--- src/rtl/axil_pkg.sv ---
// Shared response codes and channel FSM state types for the register-file slave.
package axil_pkg;
  localparam logic [1:0] RESP_OKAY   = 2'b00;
  localparam logic [1:0] RESP_SLVERR = 2'b10;

  typedef enum logic [1:0] {W_IDLE, W_COMMIT, W_RESP} w_state_e;
  typedef enum logic       {R_IDLE, R_DATA}           r_state_e;
endpackage

--- src/rtl/axil_regfile_slave_if.sv ---
// AXI4-Lite-style bus bundle (AW, W, B, AR, R) seen from master and slave sides.
interface axil_regfile_slave_if #(
  parameter int ADDR_W = 4,
  parameter int DATA_W = 8
);
  logic [ADDR_W-1:0]   aw_addr;
  logic                aw_valid;
  logic                aw_ready;
  logic [DATA_W-1:0]   w_data;
  logic [DATA_W/8-1:0] w_strb;
  logic                w_valid;
  logic                w_ready;
  logic [1:0]          b_resp;
  logic                b_valid;
  logic                b_ready;
  logic [ADDR_W-1:0]   ar_addr;
  logic                ar_valid;
  logic                ar_ready;
  logic [DATA_W-1:0]   r_data;
  logic [1:0]          r_resp;
  logic                r_valid;
  logic                r_ready;

  modport slave (
    input  aw_addr, aw_valid, w_data, w_strb, w_valid, b_ready, ar_addr, ar_valid, r_ready,
    output aw_ready, w_ready, b_resp, b_valid, ar_ready, r_data, r_resp, r_valid
  );

  modport master (
    output aw_addr, aw_valid, w_data, w_strb, w_valid, b_ready, ar_addr, ar_valid, r_ready,
    input  aw_ready, w_ready, b_resp, b_valid, ar_ready, r_data, r_resp, r_valid
  );
endinterface

--- src/rtl/axil_regfile_mem.sv ---
// DEPTH x DATA_W register storage: byte-strobed write port, combinational read port
// (returns 0 out of range) and a fixed tap for the display register.
module axil_regfile_mem #(
  parameter int          ADDR_W   = 4,
  parameter int          DATA_W   = 8,
  parameter int unsigned DEPTH    = 16,
  parameter int unsigned DISP_IDX = 0
) (
  input  logic                clk,
  input  logic                rst_n,
  input  logic                wr_en,
  input  logic [ADDR_W-1:0]   wr_addr,
  input  logic [DATA_W-1:0]   wr_data,
  input  logic [DATA_W/8-1:0] wr_strb,
  input  logic [ADDR_W-1:0]   rd_addr,
  output logic [DATA_W-1:0]   rd_data,
  output logic [DATA_W-1:0]   disp_data
);
  logic [DATA_W-1:0] mem_q [DEPTH];
  logic [DATA_W-1:0] mem_d [DEPTH];

  always_comb begin
    mem_d = mem_q;
    for (int unsigned i = 0; i < DEPTH; i++) begin
      if (wr_en && (32'(wr_addr) == i)) begin
        for (int b = 0; b < DATA_W/8; b++) begin
          if (wr_strb[b]) mem_d[i][b*8 +: 8] = wr_data[b*8 +: 8];
        end
      end
    end
  end

  always_ff @(posedge clk or negedge rst_n) begin
    if (!rst_n) begin
      for (int unsigned i = 0; i < DEPTH; i++) mem_q[i] <= '0;
    end else begin
      mem_q <= mem_d;
    end
  end

  // Mux by explicit compare so addresses beyond DEPTH fall through to zero.
  always_comb begin
    rd_data = '0;
    for (int unsigned i = 0; i < DEPTH; i++) begin
      if (32'(rd_addr) == i) rd_data = mem_q[i];
    end
  end

  assign disp_data = mem_q[DISP_IDX];
endmodule

--- src/rtl/axil_regfile_slave.sv ---
// AXI4-Lite-style register-file slave: one outstanding write (AW/W captured independently,
// commit one edge later), one read at a time; out-of-range accesses answer SLVERR.
module axil_regfile_slave
  import axil_pkg::*;
#(
  parameter int          ADDR_W   = 4,
  parameter int          DATA_W   = 8,
  parameter int unsigned DEPTH    = 16,
  parameter int unsigned DISP_IDX = 0
) (
  input  logic                  clk,
  input  logic                  rst_n,
  axil_regfile_slave_if.slave   bus,
  output logic [DATA_W-1:0]     disp_out
);
  w_state_e            w_state_q, w_state_d;
  logic                aw_held_q, aw_held_d;
  logic                w_held_q, w_held_d;
  logic [ADDR_W-1:0]   aw_addr_q, aw_addr_d;
  logic [DATA_W-1:0]   w_data_q, w_data_d;
  logic [DATA_W/8-1:0] w_strb_q, w_strb_d;
  logic [1:0]          b_resp_q, b_resp_d;

  r_state_e            r_state_q, r_state_d;
  logic [DATA_W-1:0]   r_data_q, r_data_d;
  logic [1:0]          r_resp_q, r_resp_d;

  logic                mem_wr_en;
  logic [DATA_W-1:0]   mem_rd_data;
  logic                wr_in_range, rd_in_range;

  assign wr_in_range = 32'(aw_addr_q) < DEPTH;
  assign rd_in_range = 32'(bus.ar_addr) < DEPTH;

  axil_regfile_mem #(
    .ADDR_W(ADDR_W), .DATA_W(DATA_W), .DEPTH(DEPTH), .DISP_IDX(DISP_IDX)
  ) u_mem (
    .clk      (clk),
    .rst_n    (rst_n),
    .wr_en    (mem_wr_en),
    .wr_addr  (aw_addr_q),
    .wr_data  (w_data_q),
    .wr_strb  (w_strb_q),
    .rd_addr  (bus.ar_addr),
    .rd_data  (mem_rd_data),
    .disp_data(disp_out)
  );

  always_comb begin
    w_state_d = w_state_q;
    aw_held_d = aw_held_q;
    w_held_d  = w_held_q;
    aw_addr_d = aw_addr_q;
    w_data_d  = w_data_q;
    w_strb_d  = w_strb_q;
    b_resp_d  = b_resp_q;
    mem_wr_en = 1'b0;
    case (w_state_q)
      W_IDLE: begin
        if (bus.aw_valid && !aw_held_q) begin
          aw_held_d = 1'b1;
          aw_addr_d = bus.aw_addr;
        end
        if (bus.w_valid && !w_held_q) begin
          w_held_d = 1'b1;
          w_data_d = bus.w_data;
          w_strb_d = bus.w_strb;
        end
        if (aw_held_d && w_held_d) w_state_d = W_COMMIT;
      end
      W_COMMIT: begin
        mem_wr_en = wr_in_range;
        b_resp_d  = wr_in_range ? RESP_OKAY : RESP_SLVERR;
        aw_held_d = 1'b0;
        w_held_d  = 1'b0;
        w_state_d = W_RESP;
      end
      W_RESP: begin
        if (bus.b_ready) w_state_d = W_IDLE;
      end
      default: w_state_d = W_IDLE;
    endcase
  end

  // Read data is sampled from the pre-commit array, so a same-edge write is not visible.
  always_comb begin
    r_state_d = r_state_q;
    r_data_d  = r_data_q;
    r_resp_d  = r_resp_q;
    case (r_state_q)
      R_IDLE: begin
        if (bus.ar_valid) begin
          r_data_d  = mem_rd_data;
          r_resp_d  = rd_in_range ? RESP_OKAY : RESP_SLVERR;
          r_state_d = R_DATA;
        end
      end
      R_DATA: begin
        if (bus.r_ready) r_state_d = R_IDLE;
      end
      default: r_state_d = R_IDLE;
    endcase
  end

  always_ff @(posedge clk or negedge rst_n) begin
    if (!rst_n) begin
      w_state_q <= W_IDLE;
      aw_held_q <= 1'b0;
      w_held_q  <= 1'b0;
      aw_addr_q <= '0;
      w_data_q  <= '0;
      w_strb_q  <= '0;
      b_resp_q  <= RESP_OKAY;
      r_state_q <= R_IDLE;
      r_data_q  <= '0;
      r_resp_q  <= RESP_OKAY;
    end else begin
      w_state_q <= w_state_d;
      aw_held_q <= aw_held_d;
      w_held_q  <= w_held_d;
      aw_addr_q <= aw_addr_d;
      w_data_q  <= w_data_d;
      w_strb_q  <= w_strb_d;
      b_resp_q  <= b_resp_d;
      r_state_q <= r_state_d;
      r_data_q  <= r_data_d;
      r_resp_q  <= r_resp_d;
    end
  end

  assign bus.aw_ready = (w_state_q == W_IDLE) && !aw_held_q;
  assign bus.w_ready  = (w_state_q == W_IDLE) && !w_held_q;
  assign bus.b_valid  = (w_state_q == W_RESP);
  assign bus.b_resp   = b_resp_q;
  assign bus.ar_ready = (r_state_q == R_IDLE);
  assign bus.r_valid  = (r_state_q == R_DATA);
  assign bus.r_data   = r_data_q;
  assign bus.r_resp   = r_resp_q;
endmodule

--- src/flat_wrapper.sv ---
// flat-port wrapper written by rule: the top's interface ports become plain ports
module axil_regfile_slave_flat import axil_pkg::*;
#(
  parameter int          ADDR_W   = 4,
  parameter int          DATA_W   = 8,
  parameter int unsigned DEPTH    = 16,
  parameter int unsigned DISP_IDX = 0
)
  (clk, rst_n, disp_out, bus_aw_addr, bus_aw_valid, bus_w_data, bus_w_strb, bus_w_valid, bus_b_ready, bus_ar_addr, bus_ar_valid, bus_r_ready, bus_aw_ready, bus_w_ready, bus_b_resp, bus_b_valid, bus_ar_ready, bus_r_data, bus_r_resp, bus_r_valid);
  axil_regfile_slave_if #(.ADDR_W(ADDR_W), .DATA_W(DATA_W)) bus_i ();
  input  logic clk;
  input  logic rst_n;
  output logic [DATA_W-1:0] disp_out;
  input wire logic [$bits(bus_i.aw_addr)-1:0] bus_aw_addr;
  input wire logic [$bits(bus_i.aw_valid)-1:0] bus_aw_valid;
  input wire logic [$bits(bus_i.w_data)-1:0] bus_w_data;
  input wire logic [$bits(bus_i.w_strb)-1:0] bus_w_strb;
  input wire logic [$bits(bus_i.w_valid)-1:0] bus_w_valid;
  input wire logic [$bits(bus_i.b_ready)-1:0] bus_b_ready;
  input wire logic [$bits(bus_i.ar_addr)-1:0] bus_ar_addr;
  input wire logic [$bits(bus_i.ar_valid)-1:0] bus_ar_valid;
  input wire logic [$bits(bus_i.r_ready)-1:0] bus_r_ready;
  output wire logic [$bits(bus_i.aw_ready)-1:0] bus_aw_ready;
  output wire logic [$bits(bus_i.w_ready)-1:0] bus_w_ready;
  output wire logic [$bits(bus_i.b_resp)-1:0] bus_b_resp;
  output wire logic [$bits(bus_i.b_valid)-1:0] bus_b_valid;
  output wire logic [$bits(bus_i.ar_ready)-1:0] bus_ar_ready;
  output wire logic [$bits(bus_i.r_data)-1:0] bus_r_data;
  output wire logic [$bits(bus_i.r_resp)-1:0] bus_r_resp;
  output wire logic [$bits(bus_i.r_valid)-1:0] bus_r_valid;
  assign bus_i.aw_addr = bus_aw_addr;
  assign bus_i.aw_valid = bus_aw_valid;
  assign bus_i.w_data = bus_w_data;
  assign bus_i.w_strb = bus_w_strb;
  assign bus_i.w_valid = bus_w_valid;
  assign bus_i.b_ready = bus_b_ready;
  assign bus_i.ar_addr = bus_ar_addr;
  assign bus_i.ar_valid = bus_ar_valid;
  assign bus_i.r_ready = bus_r_ready;
  assign bus_aw_ready = bus_i.aw_ready;
  assign bus_w_ready = bus_i.w_ready;
  assign bus_b_resp = bus_i.b_resp;
  assign bus_b_valid = bus_i.b_valid;
  assign bus_ar_ready = bus_i.ar_ready;
  assign bus_r_data = bus_i.r_data;
  assign bus_r_resp = bus_i.r_resp;
  assign bus_r_valid = bus_i.r_valid;
  axil_regfile_slave #(.ADDR_W(ADDR_W), .DATA_W(DATA_W), .DEPTH(DEPTH), .DISP_IDX(DISP_IDX)) u_core (.clk(clk), .rst_n(rst_n), .bus(bus_i), .disp_out(disp_out));
endmodule
--- config.mk ---
export PLATFORM = sky130hd
export DESIGN_NAME = axil_regfile_slave_flat
export DESIGN_NICKNAME = d
export VERILOG_FILES = /design/src/rtl/axil_pkg.sv /design/src/rtl/axil_regfile_slave_if.sv /design/src/rtl/axil_regfile_mem.sv /design/src/rtl/axil_regfile_slave.sv /design/src/flat_wrapper.sv
export SDC_FILE = /design/constraint.sdc
export NUM_CORES = 1
export LEC_CHECK = 0
export CAP_MARGIN = 20
export CORE_ASPECT_RATIO = 2
export CORE_MARGIN = 2
export CORE_UTILIZATION = 61
export CTS_BUF_LIST = sky130_fd_sc_hd__clkbuf_8
export DETAILED_ROUTE_END_ITERATION = 8
export PLACE_DENSITY = 0.82
export SLEW_MARGIN = 20
export SYNTH_ARGS = -nofsm -noshare
export SYNTH_HDL_FRONTEND = slang
export SYNTH_SLANG_ARGS = --single-unit
--- constraint.sdc ---
create_clock -name clk -period 2.14 [get_ports clk]
set_clock_uncertainty 0.15 [all_clocks]
set_input_delay 0.428 -clock clk [delete_from_list [all_inputs] [get_ports clk]]
set_output_delay 0.428 -clock clk [all_outputs]
set_load 0.01 [all_outputs]
==> impl_metrics.env, run 1 <==
export IMPL_fp_dieW_um=82.2
export IMPL_synth_xor_area_frac=0
export IMPL_cts_max_level=4
export IMPL_endpoint_kind="output port"
export IMPL_clock_sink_count=154
export IMPL_max_stage_delay_ns=0.44
export IMPL_use_met1=0.365
export IMPL_synthDominantCellAreaShare=0.516
export IMPL_placed_area_sq_um=8450
export IMPL_fin_crit_sh=0.961
export IMPL_drt_total_wl_um=18400
export IMPL_drive_gt1_frac=0.409
export IMPL_antenna_left=0
export IMPL_areaGrowthSynthToFinish_pct=18.8
export IMPL_worstPathMaxFanout=4
export IMPL_wl_per_cell_um=22.0
export IMPL_cts_buffer_depth=2
export IMPL_worstSetupPathType="register to output port"
export IMPL_multi_input_area_sq_um=3350
export IMPL_hold_viol_final=0
export IMPL_comb_power_share=0.277
export IMPL_drc=0
export IMPL_crit_path_end="bus_aw_ready"
export IMPL_r2r_setup_slack_ns=0.12
export IMPL_final_area_sq_um=8870
export IMPL_status="complete, no violations"
export IMPL_crit_slowest_cell="dfrtp_2"
export IMPL_ys_seq_elements=154
export IMPL_ff2ff_path_depth=5
export IMPL_die_y_um=160
export IMPL_required_ns=1.56
export IMPL_finalPower_w=0.00994
export IMPL_yosysTopAreaCell="dfrtp_1"
export IMPL_core_area_sq_um=12100
export IMPL_ys_seq_area_frac=0.516
export IMPL_crit_start="u_core.w_state_q[0]"
export IMPL_die_area_sq_um=13200
export IMPL_final_nets=703
export IMPL_p_leak_nw=4.11
export IMPL_pre_cts_ws_ns=-0.328
export IMPL_place_inst=805
export IMPL_yosys_cell_types_count=55
export IMPL_async_flop_share=1.00
export IMPL_antenna_found_initial=0
export IMPL_fin_crit_ns=2.06
export IMPL_p_clk_frac=0.218
export IMPL_initial_utilization=0.619
export IMPL_internal_power_w=0.00660
export IMPL_synth_edf_count=0
export IMPL_busiest_layer="met2"
export IMPL_fmax_ghz=0.486
export IMPL_cap_violations=0
export IMPL_synth_top_family_by_area="multiplexers"
export IMPL_ys_flop_type="dfrtp_1"
export IMPL_synthMuxAreaShare=0.273
export IMPL_crit_chain="buf_4 -> nor3_2 -> dlygate4sd2_1"
export IMPL_grtUsageMet2=0.507
export IMPL_synthSimpleGateAreaFrac=0.0815
export IMPL_syn_avg_cell_area_sq_um=12.5
export IMPL_grt_max_degree=51
export IMPL_stdcell_count=839
export IMPL_fillCellCount=801
export IMPL_layout_setup_ws_ns=0.0826
export IMPL_syn_cell_area_sq_um=7460
export IMPL_rows=57
export IMPL_min_path_type="input port to asynchronous set/reset pin"
export IMPL_synth_adder_area_share=0
export IMPL_via_count=5280
export IMPL_diodes=0
export IMPL_rsz0062_at_grt="false"
export IMPL_first_global_vias=5579
export IMPL_numCtsBuffers=17
export IMPL_overflow=0
export IMPL_timing_rr_start="u_core.w_state_q[1]"
export IMPL_grt_pass1_wl_um=29700
export IMPL_clock_latency_ns=0.45
export IMPL_post_route_util=0.736
export IMPL_ios=49
export IMPL_viasPerCell=6.29
export IMPL_synth_compound_area_frac=0.0902
export IMPL_p_sw_frac=0.336
export IMPL_synth_commonest_cells="154 x dfrtp_1, 154 x mux2_2, 33 x nand2_1"
export IMPL_ctsRootBufferMaster="clkbuf_8"
export IMPL_place_congestion=0.891
export IMPL_switchingPower_w=0.00334
export IMPL_r2r_end="u_core.u_mem.disp_data[2]"
export IMPL_seq_area_sq_um=3860
export IMPL_yosysWarnings=0
export IMPL_drv_slew=0
export IMPL_firstDrtPassIters=5
export IMPL_tightestPinTransition_ns=0.638
export IMPL_slew_headroom=0.574
export IMPL_place_port_buffers=44
export IMPL_drt_initial_drc_count=432
export IMPL_netlist_top_cells_area="dfrtp_1 52%, mux2_2 23%, mux2i_1 1.9%"
export IMPL_path_clk_slew_ns=0.09
export IMPL_max_vdd_ir_drop_mv=0.705
export IMPL_pwr_density_cell_nw_per_um2=1120
export IMPL_cp_start_kind="register"
export IMPL_cts_tree="built"
export IMPL_setup_viol=0
export IMPL_met3_usage=0.0483
export IMPL_arrival_ns=1.48
export IMPL_hpwl_um=13200
export IMPL_pwr_share_seq=0.505
export IMPL_synthCells=598
export IMPL_grtUsageTotal=0.304
-- through the flow --
| stage | hold WS (ns) | TNS [ns] |
|---|---|---|
| final | 0.310 | 0 |
| after global routing | 0.351 | 0 |
| after CTS | 0.313 | 0 |
| after detailed placement | 0.238 | -1.70 |
| after global placement | 0.232 | -1.36 |
| after floorplan | -0.0176 | 0 |
-- worst max-delay path, delay by kind of cell (launching register included) --
family,cells,cell delay (ns)
buffers and inverters,2,0.46
DFF,1,0.44
and+or+nand+nor,1,0.13
-- per-layer routing --
metal / vias to the layer above / routed length [um]
met5: - / 0
met4: 0 / 1030
met3: 65 / 620
met2: 178 / 9810
met1: 2699 / 6970
li1: 2338 / -
-- layout by cell type (no fill, tap or decap), types with 12 or more instances in the layout --
cell	n
nor2_1	15
mux2i_1	14
buf_4	47
buf_12	14
o21ai_0	23
mux2_2	154
dfrtp_1	152
a21oi_1	16
nand2_1	33
nor2_2	12
clkbuf_8	17
clkdlybuf4s50_1	38
-- registers in the layout, summed over array words and instances, names as in the netlist --
register and cells:
u_core.w_held_q 1, u_core.bus.r_data 8, u_core.w_state_q 2, u_core.aw_addr_q 4, u_core.bus.r_valid 1, u_core.w_strb_q 1, u_core.w_data_q 8, u_core.u_mem.mem_q 120
u_core.u_mem.disp_data 8, u_core.aw_held_q 1
-- cells by family (layout without fill, tap and decap cells) --
| group | count (synthesis) | count (layout) |
|---|---|---|
| AOI/OAI and AO/OA | 97 | 97 |
| buffers and inverters | 52 | 143 |
| DFF | 154 | 154 |
| muxes | 178 | 178 |
| other | 1 | 4 |
| and+or+nand+nor | 116 | 116 |
-- power groups by stage --
stage	logic (W)	registers [W]	clock network (W)
after floorplan	0.00209	0.00455	0
after CTS	0.00276	0.00498	0.00220
after global routing	0.00298	0.00516	0.00233
after detailed placement	0.00273	0.00503	0
final	0.00275	0.00502	0.00217
after global placement	0.00261	0.00492	0
-- how the worst min path moves through the flow --
stage / start / endpoint / depth (start not counted)
final: rst_n / u_core.u_mem.mem_q[108] / 2
after global routing: rst_n / u_core.u_mem.mem_q[108] / 2
after CTS: rst_n / u_core.u_mem.mem_q[108] / 2
after detailed placement: rst_n / u_core.u_mem.mem_q[108] / 1
after global placement: rst_n / u_core.u_mem.mem_q[107] / 1
after floorplan: rst_n / u_core.aw_addr_q[0] / 0
-- final cells by class --
cell class	count	area share
clock inverters	15	0.0174
well taps	147	0.0207
repair buffers	106	0.121
inverters	5	0.00212
multi-input cells	395	0.378
clock buffers	17	0.0264
flip-flops and latches	154	0.435
-- timing repair --
action,4_1_cts,5_1_grt
hold endpoints to repair,45,0
setup buffers,1,0
resized for setup,6,2
endpoints found under the setup margin,3,17
hold buffers,1,0
Note: power is estimated with default switching activity, not from simulation.
==> run 2, diff against run 1 <==
--- a/config.mk
+++ b/config.mk
@@ -6,12 +6,14 @@
 export NUM_CORES = 1
 export LEC_CHECK = 0
 export CAP_MARGIN = 20
+export CELL_PAD_IN_SITES_DETAIL_PLACEMENT = 1
+export CELL_PAD_IN_SITES_GLOBAL_PLACEMENT = 2
 export CORE_ASPECT_RATIO = 2
 export CORE_MARGIN = 2
-export CORE_UTILIZATION = 61
+export CORE_UTILIZATION = 43
 export CTS_BUF_LIST = sky130_fd_sc_hd__clkbuf_8
 export DETAILED_ROUTE_END_ITERATION = 8
-export PLACE_DENSITY = 0.82
+export PLACE_DENSITY_LB_ADDON = 0.1
 export SLEW_MARGIN = 20
 export SYNTH_ARGS = -nofsm -noshare
 export SYNTH_HDL_FRONTEND = slang
==> impl_metrics.env, run 2 (same netlist as run 1, synthesis figures left out) <==
export IMPL_max_vdd_ir_drop_mv=0.561
export IMPL_drt_total_wl_um=20600
export IMPL_min_path_type="input port to asynchronous set/reset pin"
export IMPL_drive_gt1_frac=0.423
export IMPL_required_ns=1.56
export IMPL_status="complete, no violations"
export IMPL_arrival_ns=1.47
export IMPL_diodes=0
export IMPL_grtUsageTotal=0.235
export IMPL_numCtsBuffers=17
export IMPL_fillCellCount=1773
export IMPL_wl_per_cell_um=22.3
export IMPL_final_nets=723
export IMPL_areaGrowthSynthToFinish_pct=22.1
export IMPL_rsz0062_at_grt="false"
export IMPL_tightestPinTransition_ns=0.760
export IMPL_cts_buffer_depth=2
export IMPL_ctsRootBufferMaster="clkbuf_8"
export IMPL_fp_dieW_um=97.2
export IMPL_first_global_vias=5690
export IMPL_post_route_util=0.533
export IMPL_viasPerCell=5.60
export IMPL_drv_slew=0
export IMPL_overflow=0
export IMPL_layout_commonest_cell="mux2_2"
export IMPL_rows=68
export IMPL_core_area_sq_um=17100
export IMPL_die_area_sq_um=18500
export IMPL_setup_viol=0
export IMPL_initial_utilization=0.436
export IMPL_pwr_density_cell_nw_per_um2=1120
export IMPL_largest_reg_flops=120
export IMPL_pre_cts_ws_ns=-0.329
export IMPL_antenna_left=0
export IMPL_grt_pass1_wl_um=32700
export IMPL_clock_sink_count=154
export IMPL_die_y_um=190
export IMPL_hpwl_um=15300
export IMPL_cts_max_level=4
export IMPL_layout_setup_ws_ns=0.0880
export IMPL_place_port_buffers=44
export IMPL_layout_common_cells="154 x mux2_2, 153 x dfrtp_1, 67 x buf_4"
export IMPL_worstPathMaxFanout=3
export IMPL_antenna_found_initial=0
export IMPL_path_clk_slew_ns=0.09
export IMPL_hold_viol_final=0
export IMPL_cts_tree="built"
export IMPL_via_count=5166
export IMPL_drt_initial_drc_count=131
export IMPL_clock_latency_ns=0.45
export IMPL_fin_crit_sh=0.959
export IMPL_grt_max_degree=45
export IMPL_fin_crit_ns=2.05
export IMPL_endpoint_kind="output port"
export IMPL_fmax_ghz=0.487
export IMPL_cp_start_kind="register"
export IMPL_worstSetupPathType="register to output port"
export IMPL_firstDrtPassIters=4
export IMPL_cap_violations=0
export IMPL_regMostFlops="u_core.u_mem.mem_q"
export IMPL_place_congestion=0.822
export IMPL_slew_headroom=0.493
export IMPL_ios=49
export IMPL_p_leak_nw=4.21
export IMPL_drc=0
==> run 2: timing repair <==
| action | CTS | global route |
|---|---|---|
| setup buffers | 2 | 1 |
| endpoints found under the hold margin | 37 | 0 |
| resized for setup | 4 | 5 |
| pin swaps | 0 | 0 |
| cloned | 0 | 0 |
| hold buffers | 1 | 0 |
| setup endpoints to repair | 3 | 6 |
==> run 2: cell type report <==
cell class	count	area, sq um	area share
repair buffers	126	1220	0.134
flip-flops and latches	154	3850	0.423
clock inverters	11	119	0.0130
multi-input cells	395	3350	0.367
inverters	5	18.8	0.00206
clock buffers	21	289	0.0317
well taps	210	263	0.0288
==> run 2: final timing paths <==
path	start	endpoint	slack (ns)	depth (start not counted)
worst max-delay path	u_core.bus.r_valid	bus_ar_ready	0.09	2
worst max register to register	u_core.w_state_q[1]	u_core.u_mem.disp_data[6]	0.15	6
min in group clk	u_core.u_mem.mem_q[107]	u_core.u_mem.mem_q[107]	0.36	1
worst min-delay path	rst_n	u_core.u_mem.disp_data[6]	0.33	2
worst min register to register	u_core.u_mem.mem_q[107]	u_core.u_mem.mem_q[107]	0.36	1
max in group asynchronous	rst_n	u_core.u_mem.mem_q[42]	0.94	3
==> run 2: where the power goes <==
part	internal (W)	switching, W
Sequential	0.00397	0.00110
Clock	0.00115	0.00108
Combinational	0.00172	0.00115
Total	0.00685	0.00333
==> run 2: critical path, stage by stage, from the launching register on <==
cell and delay (ns):
dfrtp_1 0.41, inv_1 0.07, clkdlybuf4s50_1 0.53
==> run 2: metrics by stage <==
stage	TNS, ns	total power, W	instances	instance area [sq um]	hold WS [ns]
2_1_floorplan	0	0.00664	601	7470	-0.0176
3_3_place_gp	-1.73	0.00789	886	8660	0.251
3_5_place_dp	-1.89	0.00802	886	8660	0.249
4_1_cts	0	0.0103	921	9090	0.323
5_1_grt	0	0.0108	922	9110	0.350
6_report	0	0.0102	922	9110	0.329
==> run 2: metal layers <==
layer | track usage | wire, um
met1 | 0.273 | 8330
met5 | 0 | 0
met2 | 0.433 | 11400
met3 | 0.0326 | 308
met4 | 0.0921 | 554
==> run 3, diff against run 2 <==
--- a/config.mk
+++ b/config.mk
@@ -9,7 +9,6 @@
 export CELL_PAD_IN_SITES_DETAIL_PLACEMENT = 1
 export CELL_PAD_IN_SITES_GLOBAL_PLACEMENT = 2
 export CORE_ASPECT_RATIO = 2
-export CORE_MARGIN = 2
 export CORE_UTILIZATION = 43
 export CTS_BUF_LIST = sky130_fd_sc_hd__clkbuf_8
 export DETAILED_ROUTE_END_ITERATION = 8
==> impl_metrics.env, run 3 (same netlist as run 1, synthesis figures left out) <==
export IMPL_endpoint_kind="output port"
export IMPL_r2r_setup_slack_ns=0.14
export IMPL_areaGrowthSynthToFinish_pct=21.6
export IMPL_antenna_left=0
export IMPL_drv_slew=0
export IMPL_drt_initial_drc_count=155
export IMPL_initial_utilization=0.443
export IMPL_layout_common_cells="154 x mux2_2, 152 x dfrtp_1, 56 x buf_4"
export IMPL_layout_commonest_cell="mux2_2"
export IMPL_pre_cts_ws_ns=-0.457
export IMPL_required_ns=1.56
export IMPL_final_area_sq_um=9070
export IMPL_drive_gt1_frac=0.417
export IMPL_fp_dieW_um=95.2
export IMPL_tightestPinTransition_ns=0.637
export IMPL_die_y_um=188
export IMPL_die_area_sq_um=17900
export IMPL_cts_tree="built"
export IMPL_place_port_buffers=44
export IMPL_cts_max_level=4
export IMPL_via_count=5121
export IMPL_core_area_sq_um=16800
export IMPL_slew_headroom=0.575
export IMPL_ff2ff_path_depth=5
export IMPL_max_vdd_ir_drop_mv=0.600
export IMPL_r2r_end="u_core.u_mem.disp_data[0]"
export IMPL_min_path_type="input port to asynchronous set/reset pin"
export IMPL_grt_pass1_wl_um=33000
export IMPL_ios=49
export IMPL_firstDrtPassIters=6
export IMPL_fin_crit_sh=0.960
export IMPL_grt_max_degree=46
export IMPL_largest_reg_flops=120
export IMPL_crit_slowest_cell="dfrtp_2"
export IMPL_antenna_found_initial=0
export IMPL_viasPerCell=5.64
export IMPL_cp_start_kind="register"
export IMPL_rows=67
export IMPL_diodes=0
export IMPL_final_nets=712
export IMPL_clock_sink_count=154
export IMPL_rsz0062_at_grt="false"
export IMPL_pwr_density_cell_nw_per_um2=1140
export IMPL_placed_area_sq_um=8590
export IMPL_cts_buffer_depth=2
export IMPL_first_global_vias=5806
export IMPL_max_stage_delay_ns=0.41
export IMPL_hold_viol_final=0
export IMPL_grtUsageTotal=0.251
export IMPL_regMostFlops="u_core.u_mem.mem_q"
export IMPL_clock_latency_ns=0.47
export IMPL_drt_total_wl_um=20600
export IMPL_numCtsBuffers=17
export IMPL_worstPathMaxFanout=5
export IMPL_setup_viol=0
export IMPL_overflow=0
export IMPL_path_clk_slew_ns=0.09
export IMPL_wl_per_cell_um=22.7
export IMPL_arrival_ns=1.48
export IMPL_drc=0
export IMPL_fin_crit_ns=2.05
export IMPL_p_leak_nw=4.18
export IMPL_ctsRootBufferMaster="clkbuf_8"
export IMPL_fmax_ghz=0.487
export IMPL_hpwl_um=15300
export IMPL_status="complete, no violations"
export IMPL_timing_rr_start="u_core.w_state_q[1]"
export IMPL_worstSetupPathType="register to output port"
export IMPL_layout_setup_ws_ns=0.0856
export IMPL_crit_start="u_core.w_state_q[0]"
export IMPL_crit_chain="buf_4 -> nor3_2 -> dlygate4sd2_1"
export IMPL_crit_path_end="bus_aw_ready"
export IMPL_cap_violations=0
export IMPL_place_congestion=0.854
[run 3: changes by cell type in the layout (fill, tap and decap cells not counted), sizes merged]
cell	before	now
buf	84	73
bufinv	2	4
clkbuf	22	18
clkdlybuf4s15	1	0
clkdlybuf4s50	38	37
clkinv	5	3
clkinvlp	3	4
dlygate4sd2	1	3
dlymetal6s2s	0	1
inv	6	8
[run 3: worst min-delay path by stage]
stage	to	startpoint	slack, ns	cells after the start
2_1_floorplan	u_core.aw_addr_q[0]	rst_n	-0.02	0
3_3_place_gp	u_core.bus.r_data[2]	rst_n	0.23	1
3_5_place_dp	u_core.u_mem.mem_q[26]	rst_n	0.23	1
4_1_cts	u_core.aw_held_q	rst_n	0.30	2
5_1_grt	u_core.u_mem.mem_q[26]	rst_n	0.32	2
6_report	u_core.u_mem.mem_q[26]	rst_n	0.30	2
[run 3: report_power, final]
group | switching, W | total (W) | internal, W
clock | 0.00114 | 0.00245 | 0.00131
sequential | 0.00107 | 0.00504 | 0.00398
combinational | 0.00112 | 0.00282 | 0.00170
[run 3: timing repair]
item | in CTS | in global routing
endpoints found under the hold margin | 39 | 0
setup endpoints to repair | 3 | 2
setup buffers | 1 | 0
gates resized for setup | 7 | 3
hold buffers | 1 | 0
[run 3: routing by layer]
metal	up-vias	track usage	wire (um)
met5	-	0	0
met1	2648	0.293	8100
met4	0	0.116	735
li1	2339	-	-
met2	100	0.439	11200
met3	34	0.0383	520
[run 3: final cells by class]
type / instances / area (sq um)
Clock buffer: 18 / 248
Inverter: 5 / 18.8
Tap cell: 207 / 259
Timing Repair Buffer: 115 / 1140
Sequential cell: 154 / 3860
Fill cell: 1760 / 7780
Multi-Input combinational cell: 395 / 3360
Clock inverter: 14 / 194
[run 3: metrics by stage]
| stage | instances | total power [W] | utilization | TNS [ns] | hold WS, ns |
|---|---|---|---|---|---|
| floorplan | 601 | 0.00664 | - | 0 | -0.0176 |
| global placement | 874 | 0.00768 | 0.510 | -1.70 | 0.234 |
| detailed placement | 874 | 0.00792 | 0.510 | -2.00 | 0.233 |
| CTS | 908 | 0.0104 | 0.538 | 0 | 0.296 |
| global route | 908 | 0.0109 | 0.539 | 0 | 0.317 |
| finish | 908 | 0.0103 | 0.539 | 0 | 0.301 |
[run 3: worst max-delay path, delay by kind of cell (launching register included)]
| family | cells | cell delay, ns |
|---|---|---|
| AND/OR/NAND/NOR | 1 | 0.14 |
| flip-flops | 1 | 0.41 |
| buffers and inverters | 2 | 0.45 |
